<file path="config.mk">
export PLATFORM = sky130hd
export DESIGN_NAME = arb_mux
export DESIGN_NICKNAME = d
export VERILOG_FILES = /design/src/rtl/arb_mux_pkg.sv /design/src/rtl/arb_mux_rr_arbiter.sv /design/src/rtl/arb_mux.sv
export SDC_FILE = /design/constraint.sdc
export NUM_CORES = 1
export LEC_CHECK = 0
export ABC_CLOCK_PERIOD_IN_PS = 3400
export CAP_MARGIN = 20
export CORE_MARGIN = 3
export CORE_UTILIZATION = 42
export CTS_BUF_LIST = sky130_fd_sc_hd__clkbuf_4 sky130_fd_sc_hd__clkbuf_8
export DETAILED_ROUTE_END_ITERATION = 8
export PLACE_DENSITY = 0.87
export SYNTH_ARGS = -nofsm -noshare
export SYNTH_HDL_FRONTEND = slang
export SYNTH_SLANG_ARGS = --single-unit
export TNS_END_PERCENT = 20
</file>
<file path="constraint.sdc">
create_clock -name clk -period 3.4 [get_ports clk]
set_input_delay 0.51 -clock clk [delete_from_list [all_inputs] [get_ports clk]]
set_output_delay 0.51 -clock clk [all_outputs]
set_load 0.005 [all_outputs]
</file>
<file path="src/rtl/arb_mux_pkg.sv">
// Shared arbitration constants and helpers for arb_mux and later arbitrated blocks.
package arb_mux_pkg;

  localparam int unsigned ARB_FIXED = 0;
  localparam int unsigned ARB_RR    = 1;

  typedef enum logic {
    ArbFixed = 1'b0,
    ArbRr    = 1'b1
  } arb_mode_e;

  // Wrap with an explicit compare so non-power-of-two channel counts work.
  function automatic int unsigned wrap_inc(input int unsigned idx, input int unsigned m);
    return (idx == m - 1) ? 0 : idx + 1;
  endfunction

endpackage

</file>
<file path="src/rtl/arb_mux_rr_arbiter.sv">
// Fixed-priority / round-robin arbiter; owns the round-robin pointer.
module rr_arbiter
  import arb_mux_pkg::*;
#(
  parameter int unsigned M    = 4,
  parameter int unsigned MODE = ARB_RR,
  localparam int unsigned CW  = $clog2(M)
) (
  input  logic          clk,
  input  logic          rst,
  input  logic [M-1:0]  req,
  input  logic          advance,
  output logic [M-1:0]  grant,
  output logic [CW-1:0] grant_idx
);

  logic [CW-1:0] ptr_q, ptr_d;

  always_comb begin
    int unsigned start;
    int unsigned idx;
    logic        found;
    grant     = '0;
    grant_idx = '0;
    found     = 1'b0;
    start     = (MODE == ARB_RR) ? int'(ptr_q) : 0;
    for (int unsigned k = 0; k < M; k++) begin
      idx = start + k;
      if (idx >= M) idx = idx - M;
      if (!found && req[idx]) begin
        found      = 1'b1;
        grant[idx] = 1'b1;
        grant_idx  = CW'(idx);
      end
    end
  end

  always_comb begin
    ptr_d = CW'(wrap_inc(int'(grant_idx), M));
  end

  always_ff @(posedge clk) begin
    if (rst) begin
      ptr_q <= '0;
    end else if (advance) begin
      ptr_q <= ptr_d;
    end
  end

endmodule

</file>
<file path="src/rtl/arb_mux.sv">
// M-channel valid/ready selector with arbitration and a one-entry registered output stage.
module arb_mux
  import arb_mux_pkg::*;
#(
  parameter int unsigned N    = 32,
  parameter int unsigned M    = 4,
  parameter int unsigned MODE = ARB_RR,
  localparam int unsigned CW  = $clog2(M)
) (
  input  logic           clk,
  input  logic           rst,
  input  logic [M*N-1:0] in_data,
  input  logic [M-1:0]   in_valid,
  output logic [M-1:0]   in_ready,
  output logic [N-1:0]   out_data,
  output logic [CW-1:0]  out_chan,
  output logic           out_valid,
  input  logic           out_ready
);

  logic [N-1:0]  out_data_q;
  logic [CW-1:0] out_chan_q;
  logic          out_valid_q;
  logic [M-1:0]  grant;
  logic [CW-1:0] grant_idx;
  logic          load;
  logic          xfer;

  rr_arbiter #(
    .M    (M),
    .MODE (MODE)
  ) u_arb (
    .clk       (clk),
    .rst       (rst),
    .req       (in_valid),
    .advance   (xfer),
    .grant     (grant),
    .grant_idx (grant_idx)
  );

  // Register may refill in the same cycle it drains.
  always_comb begin
    load     = ~out_valid_q | out_ready;
    in_ready = rst ? '0 : (grant & {M{load}});
    xfer     = |(in_ready & in_valid);
  end

  always_ff @(posedge clk) begin
    if (rst) begin
      out_valid_q <= 1'b0;
      out_data_q  <= '0;
      out_chan_q  <= '0;
    end else if (xfer) begin
      out_valid_q <= 1'b1;
      out_data_q  <= in_data[int'(grant_idx)*N +: N];
      out_chan_q  <= grant_idx;
    end else if (out_ready) begin
      out_valid_q <= 1'b0;
    end
  end

  assign out_data  = out_data_q;
  assign out_chan  = out_chan_q;
  assign out_valid = out_valid_q;

endmodule

</file>
==> results.sh, run 1 <==
export IMPL_drc=0
export IMPL_groute_usage_overall_pct=27.3
export IMPL_slew_viol_final=0
export IMPL_tritoncts_num_buffers=5
export IMPL_ios=174
export IMPL_irDropWorstVdd_mv=0.342
export IMPL_max_slew_margin_pct=47.8
export IMPL_drt_pass1_iter_count=5
export IMPL_total_area_of_multi_input_combinational_cells_um2=4520
export IMPL_synthDominantCellAreaShare_pct=12.9
export IMPL_avg_wl_per_cell_um=20.6
export IMPL_slew_at_the_pin_closest_to_its_max_slew_limit_ns=0.783
export IMPL_clock_insertion_delay_worst_skew_ns=0.29
export IMPL_detail_route_vias_per_cell=7.08
export IMPL_path_max_fanout=7
export IMPL_dieArea_um2=15100
export IMPL_yosysSeqAreaShare_pct=12.9
export IMPL_post_synth_cell_area_avg_um2=7.30
export IMPL_cp_top_family="buffers and inverters"
export IMPL_cp_data_arrival_time_ns=2.77
export IMPL_yosys_cell_types_count=52
export IMPL_clk_pin_slew_worst_paths_ns=0.09
export IMPL_r2r_end="out_data[9]"
export IMPL_fin_area_um2=7890
export IMPL_power_leakage_nw=2.42
export IMPL_grt_pass1_wl_um=34400
export IMPL_grt_max_degree=106
export IMPL_synthesized_instance_count=789
export IMPL_place_congestion=0.932
export IMPL_cts_hold_repair_buffers=0
export IMPL_status="finished, final reports clean"
export IMPL_worstHoldPathType="flop to flop"
export IMPL_synth_seq_cells=37
export IMPL_setup_tns_ns=0
export IMPL_htree_levels=2
export IMPL_r2r_worst_path_cells=9
export IMPL_area_growth_pct=37.1
export IMPL_fmaxAchievable_ghz=0.304
export IMPL_timing_critical_path_cells="clkdlybuf4s50_1 -> or3b_2 -> a21o_2 -> nand2_1 -> nand2_1 -> a41oi_1 -> clkdlybuf4s50_1"
export IMPL_timing_critical_path_to="in_ready[2]"
export IMPL_synth_area_top_cells="sky130_fd_sc_hd__dfxtp_1, sky130_fd_sc_hd__mux2i_1, sky130_fd_sc_hd__o32ai_1, sky130_fd_sc_hd__a221oi_2, sky130_fd_sc_hd__nor4_1"
export IMPL_floorplan_initialDensity_pct=43.1
export IMPL_yosysTopAreaCell="sky130_fd_sc_hd__dfxtp_1"
export IMPL_critPathRequiredTime_ns=2.89
export IMPL_power_density_cell_area_nw_per_um2=808
export IMPL_num_fill_cells=1171
export IMPL_route_vias_total=7626
export IMPL_clock_sink_count=37
export IMPL_reg2reg_setup_slack_ns=0.27
export IMPL_detailed_place_area_um2=7730
export IMPL_crit_slowest_cell="sky130_fd_sc_hd__clkdlybuf4s50_1"
export IMPL_report_final_setup_viol=0
export IMPL_cts_root_buf="sky130_fd_sc_hd__clkbuf_8"
export IMPL_mappedNetlistArea_um2=5760
export IMPL_power_mw=6.38
export IMPL_place_inst=1068
export IMPL_regArea_um2=744
export IMPL_antenna_found_initial=0
export IMPL_antenna_cells_inserted=0
export IMPL_clock_tree_buffer_depth=2
export IMPL_stdcell_count=1077
export IMPL_timing_worst_setup_path_type="input pin to output port"
export IMPL_tritoncts="yes"
export IMPL_timing_hold_worst_path_depth=2
export IMPL_timing_clock_skew_ns=0.00625
export IMPL_unrepaired_setup_endpoints_after_global_routing="false"
export IMPL_detailedRoute_firstIterationViolations=1063
export IMPL_chipHeight_um=123
export IMPL_via_count_of_the_first_global_routing_pass=6870
export IMPL_detailed_place_hpwl_um=14300
export IMPL_final_hold_violation_count=0
export IMPL_rows=42
export IMPL_yosys_warnings=0
export IMPL_io_port_bufs=173
export IMPL_syn_nets=929
export IMPL_crit_cells=7
export IMPL_final_period_minus_worst_setup_slack_ns=3.28
export IMPL_critical_path_max_stage_delay_ns=0.53
export IMPL_gr_total_overflow=0
export IMPL_final_layout_size_suffix_gt1_share_pct=12.2
export IMPL_nets=1040
export IMPL_worst_r2r_startpoint="u_arb.ptr_q[0]"
export IMPL_maxcap_viol_count=0
export IMPL_timing_final_crit_share_pct=96.6
export IMPL_crit_path_end_kind="output port"
export IMPL_ant_nets=0
export IMPL_critical_path_buf_inv_count=2
export IMPL_finalWirelength_um=22200
export IMPL_critical_path_startpoint="in_valid[1]"
export IMPL_die_wd_um=123
export IMPL_setup_worst_path_start_class="input pin"
export IMPL_floorplan_core_area_um2=13300
-- state kept, by name, indices dropped and copies added, names as in the netlist --
name / count
out_data: 32
out_valid: 1
out_chan: 2
u_arb.ptr_q: 2
-- logic make-up after synthesis --
group	synth area share (%)
multiplexers	12.9
buffers and inverters	9.98
adder cells (fa/ha/maj)	1.09
AND/OR/NAND/NOR	20.8
flip-flops	12.9
AO/OA/AOI/OAI	42.3
-- cell usage after synthesis, drive strengths merged --
master,number
clkbuf,81
o21ai,73
a21oi,67
mux2i,66
nor3,66
a221oi,65
nor4,64
o32ai,64
nand2,45
dfxtp,37
nor2,37
buf,36
a32oi,32
inv,9
ha,5
nand3b,4
a21o,3
a22oi,3
mux4,3
a31o,2
a41oi,2
nand3,2
nor3b,2
o31a,2
a211oi,1
a221o,1
a311o,1
a31oi,1
and2,1
and2b,1
and3b,1
mux2,1
nand2b,1
nand4bb,1
nor2b,1
o2111ai,1
o21a,1
o31ai,1
or2,1
or2b,1
or3,1
or3b,1
or4b,1
-- report_power, final --
part | total [mW] | switching [mW] | internal, mW
Clock | 0.429 | 0.190 | 0.239
Sequential | 0.782 | 0.137 | 0.645
Combinational | 5.17 | 2.75 | 2.42
Total | 6.38 | 3.07 | 3.31
-- placed cells by master, fill, tap and decap left out, types with 2 or more instances in the layout --
cell type / instances
sky130_fd_sc_hd__a21o_2: 2
sky130_fd_sc_hd__a21oi_1: 66
sky130_fd_sc_hd__a221oi_1: 38
sky130_fd_sc_hd__a221oi_2: 26
sky130_fd_sc_hd__a22oi_1: 3
sky130_fd_sc_hd__a31o_2: 2
sky130_fd_sc_hd__a32oi_1: 32
sky130_fd_sc_hd__a41oi_1: 2
sky130_fd_sc_hd__buf_12: 11
sky130_fd_sc_hd__buf_4: 36
sky130_fd_sc_hd__clkbuf_8: 6
sky130_fd_sc_hd__clkdlybuf4s50_1: 169
sky130_fd_sc_hd__dfxtp_1: 36
sky130_fd_sc_hd__dlymetal6s2s_1: 3
sky130_fd_sc_hd__ha_1: 4
sky130_fd_sc_hd__inv_1: 9
sky130_fd_sc_hd__mux2i_1: 66
sky130_fd_sc_hd__mux4_2: 2
sky130_fd_sc_hd__nand2_1: 43
sky130_fd_sc_hd__nand3b_1: 4
sky130_fd_sc_hd__nor2_1: 35
sky130_fd_sc_hd__nor2_4: 2
sky130_fd_sc_hd__nor3_1: 66
sky130_fd_sc_hd__nor3b_1: 2
sky130_fd_sc_hd__nor4_1: 64
sky130_fd_sc_hd__o21ai_0: 72
sky130_fd_sc_hd__o31a_1: 2
sky130_fd_sc_hd__o32ai_1: 64
-- metal layers --
metal / global-route usage (%) / vias up / share of wire, %
li1: - / 3457 / -
met1: 37.8 / 3530 / 41
met3: 4.12 / 61 / 11
met4: 9.83 / 0 / 2.5
met5: 0 / - / 0
met2: 43.0 / 578 / 45
-- final cells by class --
| class | instances | area share (%) |
|---|---|---|
| clock buffer | 6 | 1.05 |
| clock inverter | 2 | 0.476 |
| inverter | 9 | 0.428 |
| multi-input combinational | 626 | 57.3 |
| sequential | 37 | 9.43 |
| tap | 176 | 2.79 |
| timing repair buffer | 221 | 28.5 |
-- worst min-delay path by stage --
stage,slack [ns],from,to
global route,0.50,out_chan[0],out_chan[0]
detailed placement,0.46,out_chan[0],out_chan[0]
finish,0.46,out_chan[0],out_chan[0]
floorplan,0.45,out_chan[0],out_chan[0]
global placement,0.45,out_chan[0],out_chan[0]
CTS,0.47,out_chan[0],out_chan[0]
-- tightest hold or removal path: cells and delay by family (launching register included) --
family | cells | cell delay (ns)
compound gates | 1 | 0.06
flops | 1 | 0.32
simple gates | 1 | 0.05
-- metrics by stage --
step / setup slack, ns / utilization (%) / hold slack [ns]
after floorplan: 0.0124 / - / 0.452
after global placement: -0.0205 / 57.9 / 0.453
after detailed placement: -0.0428 / 57.9 / 0.460
after CTS: 0.000694 / 58.8 / 0.473
after global routing: 0.000306 / 59.1 / 0.502
final: 0.115 / 59.1 / 0.465
-- what timing repair did --
item,in CTS,in global routing
setup endpoints to repair,0,3
setup buffers,0,0
gates resized for setup,0,5
Power figures use the tool's default switching activity.
==> run 2, diff against run 1 <==
--- a/config.mk
+++ b/config.mk
@@ -12,6 +12,7 @@
 export CTS_BUF_LIST = sky130_fd_sc_hd__clkbuf_4 sky130_fd_sc_hd__clkbuf_8
 export DETAILED_ROUTE_END_ITERATION = 8
 export PLACE_DENSITY = 0.87
+export SKIP_LAST_GASP = 1
 export SYNTH_ARGS = -nofsm -noshare
 export SYNTH_HDL_FRONTEND = slang
 export SYNTH_SLANG_ARGS = --single-unit
==> results.sh, run 2 (synthesis results as in run 1) <==
export IMPL_commonest_cells_after_routing_fill_and_taps_aside="sky130_fd_sc_hd__clkdlybuf4s50_1, sky130_fd_sc_hd__o21ai_0, sky130_fd_sc_hd__mux2i_1, sky130_fd_sc_hd__nor3_1, sky130_fd_sc_hd__a21oi_1"
export IMPL_floorplan_core_area_um2=13300
export IMPL_irDropWorstVdd_mv=0.339
export IMPL_detailed_place_area_um2=7730
export IMPL_clock_tree_buffer_depth=2
export IMPL_antenna_found_initial=0
export IMPL_avg_wl_per_cell_um=20.6
export IMPL_slew_at_the_pin_closest_to_its_max_slew_limit_ns=0.794
export IMPL_status="finished, final reports clean"
export IMPL_regArea_um2=744
export IMPL_maxcap_viol_count=0
export IMPL_setup_worst_path_start_class="flop"
export IMPL_max_slew_margin_pct=47.0
export IMPL_finalWirelength_um=22200
export IMPL_chipHeight_um=123
export IMPL_gr_total_overflow=0
export IMPL_grt_max_degree=106
export IMPL_grt_pass1_wl_um=34400
export IMPL_power_leakage_nw=2.41
export IMPL_path_max_fanout=7
export IMPL_floorplan_initialDensity_pct=43.1
export IMPL_ant_nets=0
export IMPL_postCtsSetupBuffers=0
export IMPL_tritoncts_num_buffers=5
export IMPL_final_layout_size_suffix_gt1_share_pct=12.2
export IMPL_detailedRoute_firstIterationViolations=1063
export IMPL_htree_levels=2
export IMPL_rows=42
export IMPL_place_congestion=0.932
export IMPL_report_final_setup_viol=0
export IMPL_critPathRequiredTime_ns=2.89
export IMPL_detailed_place_hpwl_um=14300
export IMPL_fin_area_um2=7890
export IMPL_drc=0
export IMPL_cp_data_arrival_time_ns=2.87
export IMPL_die_wd_um=123
export IMPL_clk_pin_slew_worst_paths_ns=0.09
export IMPL_io_port_bufs=173
export IMPL_timing_clock_skew_ns=0.00610
export IMPL_final_core_util_pct=59.1
export IMPL_cts_root_buf="sky130_fd_sc_hd__clkbuf_8"
export IMPL_via_count_of_the_first_global_routing_pass=6870
export IMPL_antenna_cells_inserted=0
export IMPL_power_mw=6.38
export IMPL_crit_path_end_kind="output port"
export IMPL_nets=1040
export IMPL_unrepaired_setup_endpoints_after_global_routing="true"
export IMPL_num_fill_cells=1172
export IMPL_area_growth_pct=37.1
export IMPL_layout_cells_most_common="sky130_fd_sc_hd__clkdlybuf4s50_1"
export IMPL_ios=174
export IMPL_holdWs_ns=0.465
export IMPL_timing_final_crit_share_pct=99.3
export IMPL_drt_pass1_iter_count=6
export IMPL_fmaxAchievable_ghz=0.296
export IMPL_final_setup_slack_of_the_worst_path_ns=0.0248
export IMPL_number_of_flip_flops_under_the_largest_register_name=32
export IMPL_power_density_cell_area_nw_per_um2=809
export IMPL_tritoncts="yes"
export IMPL_slew_viol_final=0
export IMPL_dieArea_um2=15100
export IMPL_groute_usage_overall_pct=27.3
export IMPL_dp_slack_ns=-0.0428
export IMPL_worstHoldPathType="flop to flop"
export IMPL_total_area_of_multi_input_combinational_cells_um2=4520
export IMPL_final_hold_violation_count=0
export IMPL_detail_route_vias_per_cell=7.08
export IMPL_clock_sink_count=37
export IMPL_timing_worst_setup_path_type="flop to output port"
export IMPL_route_vias_total=7628
export IMPL_clock_insertion_delay_worst_skew_ns=0.30
export IMPL_final_period_minus_worst_setup_slack_ns=3.38
[run 2: layer usage]
layer / vias up / part of all wire (%) / global-route usage (%)
met5: - / 0 / 0
met4: 0 / 2.4 / 9.83
met3: 51 / 11 / 4.12
met2: 565 / 45 / 43.0
met1: 3553 / 41 / 37.8
li1: 3459 / - / -
[run 2: area by class of cell]
class | count | area share [%]
flip-flops and latches | 37 | 9.43
multi-input cells | 626 | 57.3
inverters | 9 | 0.428
clock inverters | 2 | 0.476
repair buffers | 221 | 28.5
well taps | 176 | 2.79
clock buffers | 6 | 1.05
[run 2: power by group]
part           internal [mW]  switching (mW)
Sequential             0.645           0.136
Combinational           2.42            2.75
Clock                  0.239           0.191
[run 2: critical path: stages (launching register included)]
cell and delay [ns]:
sky130_fd_sc_hd__dfxtp_4 0.37, sky130_fd_sc_hd__inv_1 0.08, sky130_fd_sc_hd__ha_4 0.33, sky130_fd_sc_hd__mux4_2 0.51, sky130_fd_sc_hd__or4b_4 0.53, sky130_fd_sc_hd__a41oi_1 0.21
sky130_fd_sc_hd__clkdlybuf4s50_1 0.54
[run 2: repair_timing]
action | in CTS | in global routing
endpoints found under the hold margin | 0 | 0
hold buffers | 0 | 0
gates resized for setup | 0 | 4
endpoints found under the setup margin | 0 | 3
[run 2: final timing paths]
check	startpoint	slack (ns)	to	cells past startpoint
worst min-delay path	out_chan[0]	0.46	out_chan[0]	2
worst max-delay path	u_arb.ptr_q[0]	0.02	in_ready[3]	6
worst max register to register	u_arb.ptr_q[0]	0.28	out_data[24]	9
worst min register to register	out_chan[0]	0.46	out_chan[0]	2
[run 2: through the flow]
step,setup TNS [ns],instances
2_1_floorplan,0,789
3_3_place_gp,-0.0438,1068
3_5_place_dp,-0.317,1068
4_1_cts,0,1076
5_1_grt,-0.0533,1077
6_report,0,1077
